<file path="config.mk">
export PLATFORM = sky130hd
export DESIGN_NAME = cdb_arbiter
export DESIGN_NICKNAME = d
export VERILOG_FILES = /design/src/rtl/uarch_pkg.sv /design/src/rtl/rr_pick2.sv /design/src/rtl/cdb_arbiter.sv
export SDC_FILE = /design/constraint.sdc
export NUM_CORES = 1
export LEC_CHECK = 0
export BUFFER_PORTS_ARGS = -buffer_cell sky130_fd_sc_hd__buf_2
export CAP_MARGIN = 20
export CORE_MARGIN = 2
export CORE_UTILIZATION = 25
export CTS_CLUSTER_SIZE = 30
export DETAILED_ROUTE_END_ITERATION = 7
export PLACE_DENSITY = 0.46
export RECOVER_POWER = 100
export SLEW_MARGIN = 15
export SYNTH_ARGS = -nofsm -noshare
export SYNTH_HDL_FRONTEND = slang
export SYNTH_SLANG_ARGS = --single-unit
</file>
<file path="constraint.sdc">
create_clock -name clk -period 5.8 [get_ports clk]
set_input_delay 1.16 -clock clk [delete_from_list [all_inputs] [get_ports clk]]
set_output_delay 1.16 -clock clk [all_outputs]
set_load 0.005 [all_outputs]
</file>
<file path="src/rtl/uarch_pkg.sv">
// uarch_pkg: writeback packet type, CDB sizing constants and requester indices
package uarch_pkg;

    localparam int NUM_REQ = 4;
    localparam int NUM_CDB = 2;
    localparam int TAG_W   = 6;
    localparam int DATA_W  = 32;

    localparam logic [1:0] REQ_ALU0   = 2'd0;
    localparam logic [1:0] REQ_ALU1   = 2'd1;
    localparam logic [1:0] REQ_MDU    = 2'd2;
    localparam logic [1:0] REQ_DCACHE = 2'd3;

    typedef struct packed {
        logic              val;
        logic [TAG_W-1:0]  tag;
        logic [DATA_W-1:0] data;
        logic              exception;
    } writeback_packet_t;

    // One-hot to index; an all-zero vector maps to 0.
    function automatic logic [1:0] oh2idx(input logic [NUM_REQ-1:0] oh);
        oh2idx = '0;
        for (int i = 0; i < NUM_REQ; i++)
            if (oh[i]) oh2idx = 2'(i);
    endfunction

endpackage

</file>
<file path="src/rtl/rr_pick2.sv">
// rr_pick2: combinational round-robin picker returning the first two requesters from ptr
import uarch_pkg::*;

module rr_pick2 (
    input  logic [NUM_REQ-1:0] req_i,
    input  logic [1:0]         ptr_i,
    output logic [NUM_REQ-1:0] gnt0_o,
    output logic [NUM_REQ-1:0] gnt1_o,
    output logic               vld0_o,
    output logic               vld1_o,
    output logic [1:0]         last_o
);

    // Scan ptr, ptr+1, ptr+2, ptr+3 (mod 4); first hit goes to slot 0, second to slot 1.
    always_comb begin
        logic [1:0] idx;
        idx    = ptr_i;
        gnt0_o = '0;
        gnt1_o = '0;
        vld0_o = 1'b0;
        vld1_o = 1'b0;
        last_o = ptr_i;
        for (int i = 0; i < NUM_REQ; i++) begin
            idx = ptr_i + 2'(i);
            if (req_i[idx] && !vld0_o) begin
                gnt0_o[idx] = 1'b1;
                vld0_o      = 1'b1;
                last_o      = idx;
            end else if (req_i[idx] && !vld1_o) begin
                gnt1_o[idx] = 1'b1;
                vld1_o      = 1'b1;
                last_o      = idx;
            end
        end
    end

endmodule

</file>
<file path="src/rtl/cdb_arbiter.sv">
// cdb_arbiter: round-robin writeback arbiter of four FU results onto two registered CDB ports.
// Define CDB_DCACHE_PRIO_EN to give a valid dcache result fixed priority on port0.
import uarch_pkg::*;

module cdb_arbiter #(
    parameter logic [1:0] PTR_RESET = 2'd0
) (
    input  logic              clk,
    input  logic              rst,
    input  logic              flush,
    input  writeback_packet_t alu_result0,
    input  writeback_packet_t alu_result1,
    input  writeback_packet_t mdu_result,
    input  writeback_packet_t dcache_result,
    output logic              alu_cdb_gnt0,
    output logic              alu_cdb_gnt1,
    output logic              mdu_cdb_gnt,
    output logic              dcache_cdb_gnt,
    output writeback_packet_t cdb_port0,
    output writeback_packet_t cdb_port1
);

    writeback_packet_t res [NUM_REQ];
    writeback_packet_t port0_d, port0_q, port1_d, port1_q;
    logic [1:0]         ptr_d, ptr_q, pick_last, last;
    logic [NUM_REQ-1:0] req, pick_req, pg0, pg1, g0, g1;
    logic               pv0, pv1, v0, v1, en;

    assign res[REQ_ALU0]   = alu_result0;
    assign res[REQ_ALU1]   = alu_result1;
    assign res[REQ_MDU]    = mdu_result;
    assign res[REQ_DCACHE] = dcache_result;
    assign req = {dcache_result.val, mdu_result.val, alu_result1.val, alu_result0.val};

    // Grants are killed while in reset and on flush.
    assign en = rst & ~flush;

`ifdef CDB_DCACHE_PRIO_EN
    // dcache owns port0 when valid; round-robin only ever covers the other three.
    assign pick_req = {1'b0, req[2:0]};
    assign g0   = (req[REQ_DCACHE] ? 4'b1000 : pg0) & {NUM_REQ{en}};
    assign g1   = (req[REQ_DCACHE] ? pg0 : pg1) & {NUM_REQ{en}};
    assign v0   = (req[REQ_DCACHE] | pv0) & en;
    assign v1   = (req[REQ_DCACHE] ? pv0 : pv1) & en;
    assign last = req[REQ_DCACHE] ? oh2idx(pg0) : pick_last;
`else
    assign pick_req = req;
    assign g0   = pg0 & {NUM_REQ{en}};
    assign g1   = pg1 & {NUM_REQ{en}};
    assign v0   = pv0 & en;
    assign v1   = pv1 & en;
    assign last = pick_last;
`endif

    rr_pick2 u_pick (
        .req_i  (pick_req),
        .ptr_i  (ptr_q),
        .gnt0_o (pg0),
        .gnt1_o (pg1),
        .vld0_o (pv0),
        .vld1_o (pv1),
        .last_o (pick_last)
    );

    assign {dcache_cdb_gnt, mdu_cdb_gnt, alu_cdb_gnt1, alu_cdb_gnt0} = g0 | g1;
    assign cdb_port0 = port0_q;
    assign cdb_port1 = port1_q;

    // Route the granted packets to the port inputs and advance the pointer past the last round-robin grant.
    always_comb begin
        port0_d = '0;
        port1_d = '0;
        for (int i = 0; i < NUM_REQ; i++) begin
            if (g0[i]) port0_d = res[i];
            if (g1[i]) port1_d = res[i];
        end
        port0_d.val = v0;
        port1_d.val = v1;
        ptr_d = flush ? PTR_RESET : (pv0 ? last + 2'd1 : ptr_q);
    end

    // Registered CDB ports and round-robin pointer.
    always_ff @(posedge clk or negedge rst) begin
        if (!rst) begin
            port0_q <= '0;
            port1_q <= '0;
            ptr_q   <= PTR_RESET;
        end else begin
            port0_q <= port0_d;
            port1_q <= port1_d;
            ptr_q   <= ptr_d;
        end
    end

endmodule

</file>
==> metrics.md, run 1 <==
| Metric | Value |
|---|---|
| Synth top area share | `39.0%` |
| Worst setup EP type | `output pin` |
| Pwr Density | `463 mW/mm^2` |
| Clock sink count | `82` |
| DR DRC count | `0` |
| Core area | `0.0208 sq mm` |
| Die Height | `approximately 150 microns` |
| Pin count of the biggest net entering global routing | `47` |
| Share of cells above drive strength 1 | `38.6%` |
| Clk_skew | `between 0.01 and 0.015 ns` |
| CP required | `4.64 ns` |
| Max-slew violation count | `47` |
| Layout area overhead | `31.6%` |
| Register area share after synthesis | `39.0%` |
| Hold Slack | `0.774 ns` |
| Lkg Pwr | `0.00311 uW` |
| Yosys top cell by area | `dfrtp_1` |
| Detailed-router iteration count before antenna repair | `5` |
| CP Launch Point | `ptr_q[0]` |
| Avg Inst Size Synth | `10.3 sq um` |
| CTS tree | `built` |
| Via count | `between 5000 and 6000` |
| Crit Path Class | `flop to output pin` |
| Fraction of registers with async set/reset | `100%` |
| Post-synth top flop | `dfrtp_1` |
| Final min period | `~5.4 ns` |
| Synthesized Nets | `683` |
| Total CTS buffers | `9` |
| RSZ-0062 raised after global routing | `no` |
| Post-DP HPWL | `14.9 mm` |
| Ys Warns | `0` |
| CP arrival | `4.20 ns` |
| DR WL/cell | `22.0 microns` |
| Worst-Margin Slew | `2.46 ns` |
| Global placer's final weighted congestion | `0.932` |
| Post-CTS Repair Setup Buffers | `0` |
| CTS Hold Bufs | `0` |
| Ports | `247` |
| Status | `complete, but fails checks` |
| First-pass GRT wire length | `32.4 mm` |
| Cell area after layout | `between 0.006 and 0.007 sq mm` |
| CTS resizes | `0` |
| Starting density of the core | `25.3%` |
| Fillers | `2210` |
| Upper clock frequency limit | `186 MHz` |
| Yosys cell types | `56` |
| Tcrit/Tclk final | `92.5%` |
| Htree depth | `3` |
| GR Overflow Total | `0` |
| Worst skew pair latency | `0.35 ns` |
| Root Buffer | `clkbuf_16` |
| Post-DRT Antenna Nets | `0` |
| 1st-iter DRT viols | `438` |
| Crit Path Max Fanout | `22` |
| Routed WL | `22.0 mm` |
| Min-delay worst type | `input pin to async pin` |
| # Max-Cap Violations | `1` |
| Final Hold Viols | `0` |
| Full die area | `0.0222 sq mm` |
| Vias per cell | `roughly 5.5` |
| Clk buf depth | `2` |
| PortBufs | `246` |
| RR Startpoint | `ptr_q[0]` |
| # setup viols final | `0` |
| CP Launch Type | `flop` |
| Placement Rows | `53` |
| Slew margin rel. | `-64.0%` |
| TNS Setup | `0 ns` |
| Most frequent cells after synthesis | `dfrtp_1, a221o_1, nor2_1` |
| Placed Area | `0.00671 sq mm` |
| Seq cells post-synth | `between 80 and 90` |
| Mapped Cells | `512` |
| Vias in the first global route | `5713` |
| Die width | `around 150 microns` |
| Failing checks | `capacitance limit, slew limit` |
| Worst-case vdd ir drop | `0.000203 V` |
| # nets final | `890` |
| Initial antenna violation count | `1` |
| Overall Global Routing Usage | `around a fifth` |
| Post-layout util | `33.3%` |
| Clock transition at path regs | `0.06 ns` |
| Most frequent cell after synthesis | `dfrtp_1` |
| Post-Syn Area | `about 0.0053 sq mm` |
| Post-synth EDFFs | `0` |
| Synth top area cells | `dfrtp_1, a221o_1, o221a_2` |
-- stage by stage --
step / power [uW] / instances / setup slack, ns
finish: 3210 / 1000 / 0.436
global route: 3430 / 999 / 0.117
CTS: 3250 / 997 / 0.520
detailed placement: 2710 / 982 / 0.908
global placement: 2680 / 981 / 0.991
floorplan: 2050 / 512 / 1.89
-- registers in the layout, indices dropped and copies added, names as in the netlist --
signal	count
cdb_port1	40
ptr_q	2
cdb_port0	40
-- logic make-up after synthesis --
kind of cell    share of synthesized area [%]
mux                                      2.71
flops                                    39.0
buf+inv                                  5.63
compound gates                           36.1
simple gates                             14.3
xor+xnor                                0.333
fa+ha+maj                                1.90
-- routing by layer --
| metal | part of all wire (%) | wire length [microns] | up-vias | GRT usage, % |
|---|---|---|---|---|
| met4 | 1.8 | 394 | 0 | 7.33 |
| met5 | 0 | 0 | - | 0 |
| met3 | 6.9 | 1520 | 28 | 4.16 |
| li1 | - | - | 2504 | - |
| met2 | 50 | 11100 | 227 | 32.6 |
| met1 | 41 | 8990 | 2764 | 23.4 |
-- report_power, final --
group	internal [uW]	leakage (uW)	switching [uW]	total, uW
Combinational	755	0.00188	1030	1780
Sequential	794	0.00111	103	896
Clock	289	0.000122	242	531
Total	1840	0.00311	1370	3210
-- critical path, stage by stage, from the launching register on --
cell and delay [ns]:
dfrtp_1 0.87, inv_1 0.30, ha_1 0.60, mux4_2 0.70, nor2b_1 0.24, a31o_1 0.25, a221oi_1 0.57, a31oi_1 0.16
buf_2 0.18
-- final timing paths --
check                                endpoint  slack [ns]  depth (start not counted)
worst max register to register  cdb_port1[23]        0.86                         10
worst min-delay path            cdb_port1[39]        0.77                          1
worst max-delay path             alu_cdb_gnt1        0.44                          8
max in group asynchronous       cdb_port1[29]        2.28                          2
min in group clk                     ptr_q[0]        0.98                          2
worst min register to register       ptr_q[0]        0.98                          2
-- layout make-up --
class	instances	area (sq um)	area share, %
diodes	2	5.00	0.0722
repair buffers	256	1270	18.4
clock inverters	4	28.8	0.415
inverters	5	18.8	0.271
clock buffers	11	233	3.36
well taps	275	344	4.97
multi-input cells	365	2970	42.9
flip-flops and latches	82	2050	29.6
-- cells in the final DEF (no fill, tap or decap), types with 5 or more instances in the layout --
cell	Yosys	layout
a221o_1	79	79
nor2_1	54	51
inv_1	5	5
nand3_1	7	5
o21ai_0	12	11
dfrtp_1	82	82
buf_4	0	8
o221a_2	39	39
nand2_1	11	10
buf_2	18	194
and2_1	43	41
a32oi_1	38	38
ha_1	8	8
clkbuf_16	0	9
clkbuf_1	38	54
nor2b_1	5	5
Note: power is estimated with default switching activity, not from simulation.
==> run 2, diff against run 1 <==
--- a/config.mk
+++ b/config.mk
@@ -16,4 +16,5 @@
 export SLEW_MARGIN = 15
 export SYNTH_ARGS = -nofsm -noshare
 export SYNTH_HDL_FRONTEND = slang
+export SYNTH_HIERARCHICAL = 1
 export SYNTH_SLANG_ARGS = --single-unit
==> run 2 against run 1 <==
Net effect:
- the run still ends with capacitance limit, slew limit left
- global-route usage up 0.20 points
- critical path depth up 3
- sequential cell count unchanged
- worst hold slack worse by 0.043 ns
- synthesized cell count up 15%
- clock skew down 0.0046 ns
- synthesized area up 3.8%
- fmax up 11%
- clock power up 21%
- first-iteration DRC count down 2.3%
- critical endpoint unchanged
- highest routed layer unchanged
==> metrics.md, run 2 <==
| Metric | Value |
|---|---|
| # Max-Cap Violations | `1` |
| Pin count of the biggest net entering global routing | `79` |
| Synth Area in Compound Gates | `34.7%` |
| Starting density of the core | `25.3%` |
| Core area | `0.0216 sq mm` |
| Ports | `around 250` |
| Lkg Pwr | `0.00312 uW` |
| Yosys cell types | `48` |
| Seq cells post-synth | `82` |
| Worst setup EP type | `output pin` |
| Total power | `3610 uW` |
| CTS resizes | `0` |
| Tcrit/Tclk final | `83.7%` |
| Initial antenna violation count | `2` |
| Mux cell area share after synthesis | `1.99%` |
| PortBufs | `246` |
| Worst-case vdd ir drop | `0.000258 V` |
| Synth top area cells | `dfrtp_1, a32o_1, nand2b_1` |
| WL met3 | `1.45 mm` |
| Failing checks | `capacitance limit, slew limit` |
| Layout area overhead | `30.5%` |
| CP Launch Point | `ptr_q[1]` |
| Sw Share | `45.2%` |
| Delay-heaviest family, CP | `compound AO/OA/AOI/OAI gates` |
| Placement Rows | `54` |
| CP Launch Type | `flop` |
| # nets final | `963` |
| CP arrival | `3.69 ns` |
| CTS Hold Bufs | `0` |
| Detailed-router iteration count before antenna repair | `5` |
| Upper clock frequency limit | `206 MHz` |
| Met2 routed WL | `11.1 mm` |
| Commonest non-fill, non-tap cell in the layout | `buf_2` |
| Synth top area share | `37.6%` |
| Die Height | `152 microns` |
| Placed Cells | `1063` |
| Min-delay worst type | `flop to flop` |
| 1st-iter DRT viols | `428` |
| Post-Synth XOR/XNOR Area | `less than 1%` |
| Worst skew pair latency | `0.35 ns` |
| Post-synth top flop | `dfrtp_1` |
| Post-DP HPWL | `15.2 mm` |
| Fraction of registers with async set/reset | `100%` |
| Hold Crit Start | `ptr_q[1]` |
| Clock transition at path regs | `0.06 ns` |
| Clock sink count | `82` |
| Worst-Margin Slew | `1.95 ns` |
| Crit Path Class | `flop to output pin` |
| Top routing layer in use | `met4` |
| Avg Inst Size Synth | `9.25 sq um` |
| Main combinational cell family by area after synthesis | `compound AO/OA/AOI/OAI gates` |
| Clock power share | `17.8%` |
| Htree depth | `3` |
| Synthesized Nets | `760` |
| Post-DRT Antenna Nets | `0` |
| DR WL/cell | `between 20 and 25 microns` |
| Metal-1 WL | `10.1 mm` |
| Slew margin rel. | `-30.3%` |
| Die width | `152 microns` |
| Final Hold Viols | `0` |
| Share of cells above drive strength 1 | `29.8%` |
| GR Overflow Total | `0` |
| Full die area | `0.0231 sq mm` |
| DR DRC count | `0` |
| RSZ-0062 raised after global routing | `no` |
| CP required | `between 4 and 5 ns` |
| Routed WL | `23.0 mm` |
| Simple-gate area share of the yosys netlist | `18.3%` |
| Worst path cell trace | `buf_4 > inv_1 > ha_1 > or2_2 > or2_2 > a21o_1 > a32oi_1 > a221o_2 > nor2_1 > nor2_1 > clkbuf_1` |
| Yosys top cell by area | `dfrtp_1` |
| Mapped Cells | `between 500 and 600` |
| Max-slew violation count | `36` |
| Worst path bufs/invs | `3` |
| Slowest-stage cell, CP | `a221o_2` |
| Clk_skew | `0.00591 ns` |
| CTS tree | `built` |
| Global placer's final weighted congestion | `just under 0.8` |
| Register share of total power | `21.8%` |
| Post-CTS Repair Setup Buffers | `0` |
| Post-layout util | `33.0%` |
| Pwr Density | `507 mW/mm^2` |
| # setup viols final | `0` |
| TNS Setup | `0 ns` |
| Synth Area in Adders | `1.37%` |
| Vias per cell | `5.32` |
| Switching pwr | `between 1500 and 2000 uW` |
| Worst R2R Setup Slack | `1.56 ns` |
| Internal Power | `1980 uW` |
| Clk buf depth | `2` |
| Most frequent cells after synthesis | `dfrtp_1, nand2b_1, a32o_1` |
| Status | `complete, but fails checks` |
| Most frequent cells in the layout | `buf_2, nand2b_1, dfrtp_1` |
| Post-Syn Area | `roughly 0.0055 sq mm` |
| First-pass GRT wire length | `34.4 mm` |
| Total CTS buffers | `9` |
| Root Buffer | `clkbuf_16` |
| Combinational group share of total power | `60.4%` |
| Overall Global Routing Usage | `19.2%` |
| Final min period | `approximately 4.9 ns` |
| Fillers | `2352` |
| RR Startpoint | `ptr_q[1]` |
| Post-synth EDFFs | `0` |
| Crit Path Max Fanout | `22` |
| Via count | `5753` |
| CP max stage delay | `0.68 ns` |
| Vias in the first global route | `5580` |
| Final Non-Filler Cells | `1082` |
| Register area share after synthesis | `37.6%` |
| Ys Warns | `6` |
[run 2: changes by cell type in the layout (fill, tap and decap cells not counted), sizes merged, moves of 5 or more]
cell / previous run / this run
a21oi: 3 / 45
a221o: 79 / 47
a31oi: 5 / 0
a32o: 1 / 78
a32oi: 38 / 1
and2: 44 / 5
clkbuf: 63 / 68
nand2: 11 / 44
nand2b: 2 / 82
nand3: 7 / 2
nor2: 54 / 23
o21ai: 14 / 44
o221a: 39 / 0
[run 2: worst paths after layout]
| check | end | cells after the start |
|---|---|---|
| worst max-delay path | alu_cdb_gnt1 | 11 |
| worst min-delay path | ptr_q[1] | 3 |
| worst max register to register | cdb_port1[36] | 10 |
| worst min register to register | ptr_q[1] | 3 |
| max in group asynchronous | cdb_port1[13] | 2 |
| min in group asynchronous | cdb_port0[34] | 1 |
[run 2: routing by layer]
metal	track usage (%)	up-vias
li1	-	2688
met1	25.8	2794
met2	31.3	247
met3	4.31	24
met4	5.03	0
met5	0	-
[run 2: through the flow]
stage / setup WS (ns) / cell area [sq um] / hold slack (ns)
floorplan: 1.34 / 5460 / 0.576
global placement: 1.07 / 6900 / 0.722
detailed placement: 1.00 / 6900 / 0.726
CTS: 0.951 / 7220 / 0.736
global route: 0.462 / 7130 / 0.773
finish: 0.948 / 7130 / 0.731
[run 2: cell type report]
class,count,area [sq um],share of cell area (%)
antenna,3,7.51,0.105
clock buffer,10,229,3.21
clock inverter,6,90.1,1.26
inverter,5,18.8,0.263
multi-input combinational,435,3100,43.5
sequential,82,2050,28.8
tap,280,350,4.91
timing repair buffer,261,1280,18.0
[run 2: worst min-delay path: stages, from the launching register on]
cell and delay [ns]:
dfrtp_1 0.36, buf_4 0.19, nor2_1 0.10, a211oi_1 0.05
[run 2: cell families (layout without fill, tap and decap cells)]
family | Yosys count | after routing
fa+ha+maj | 6 | 6
flops | 82 | 82
compound gates | 238 | 238
other cells | 0 | 3
mux | 7 | 7
xor+xnor | 1 | 1
simple gates | 183 | 183
buf+inv | 74 | 282
[run 2: power by group through the flow]
stage	Combinational, uW	Sequential, uW	Clock, uW
6_report	2180	789	642
5_1_grt	2410	807	679
4_1_cts	2230	787	657
3_5_place_dp	2230	797	0
3_3_place_gp	2240	797	0
2_1_floorplan	1490	830	0
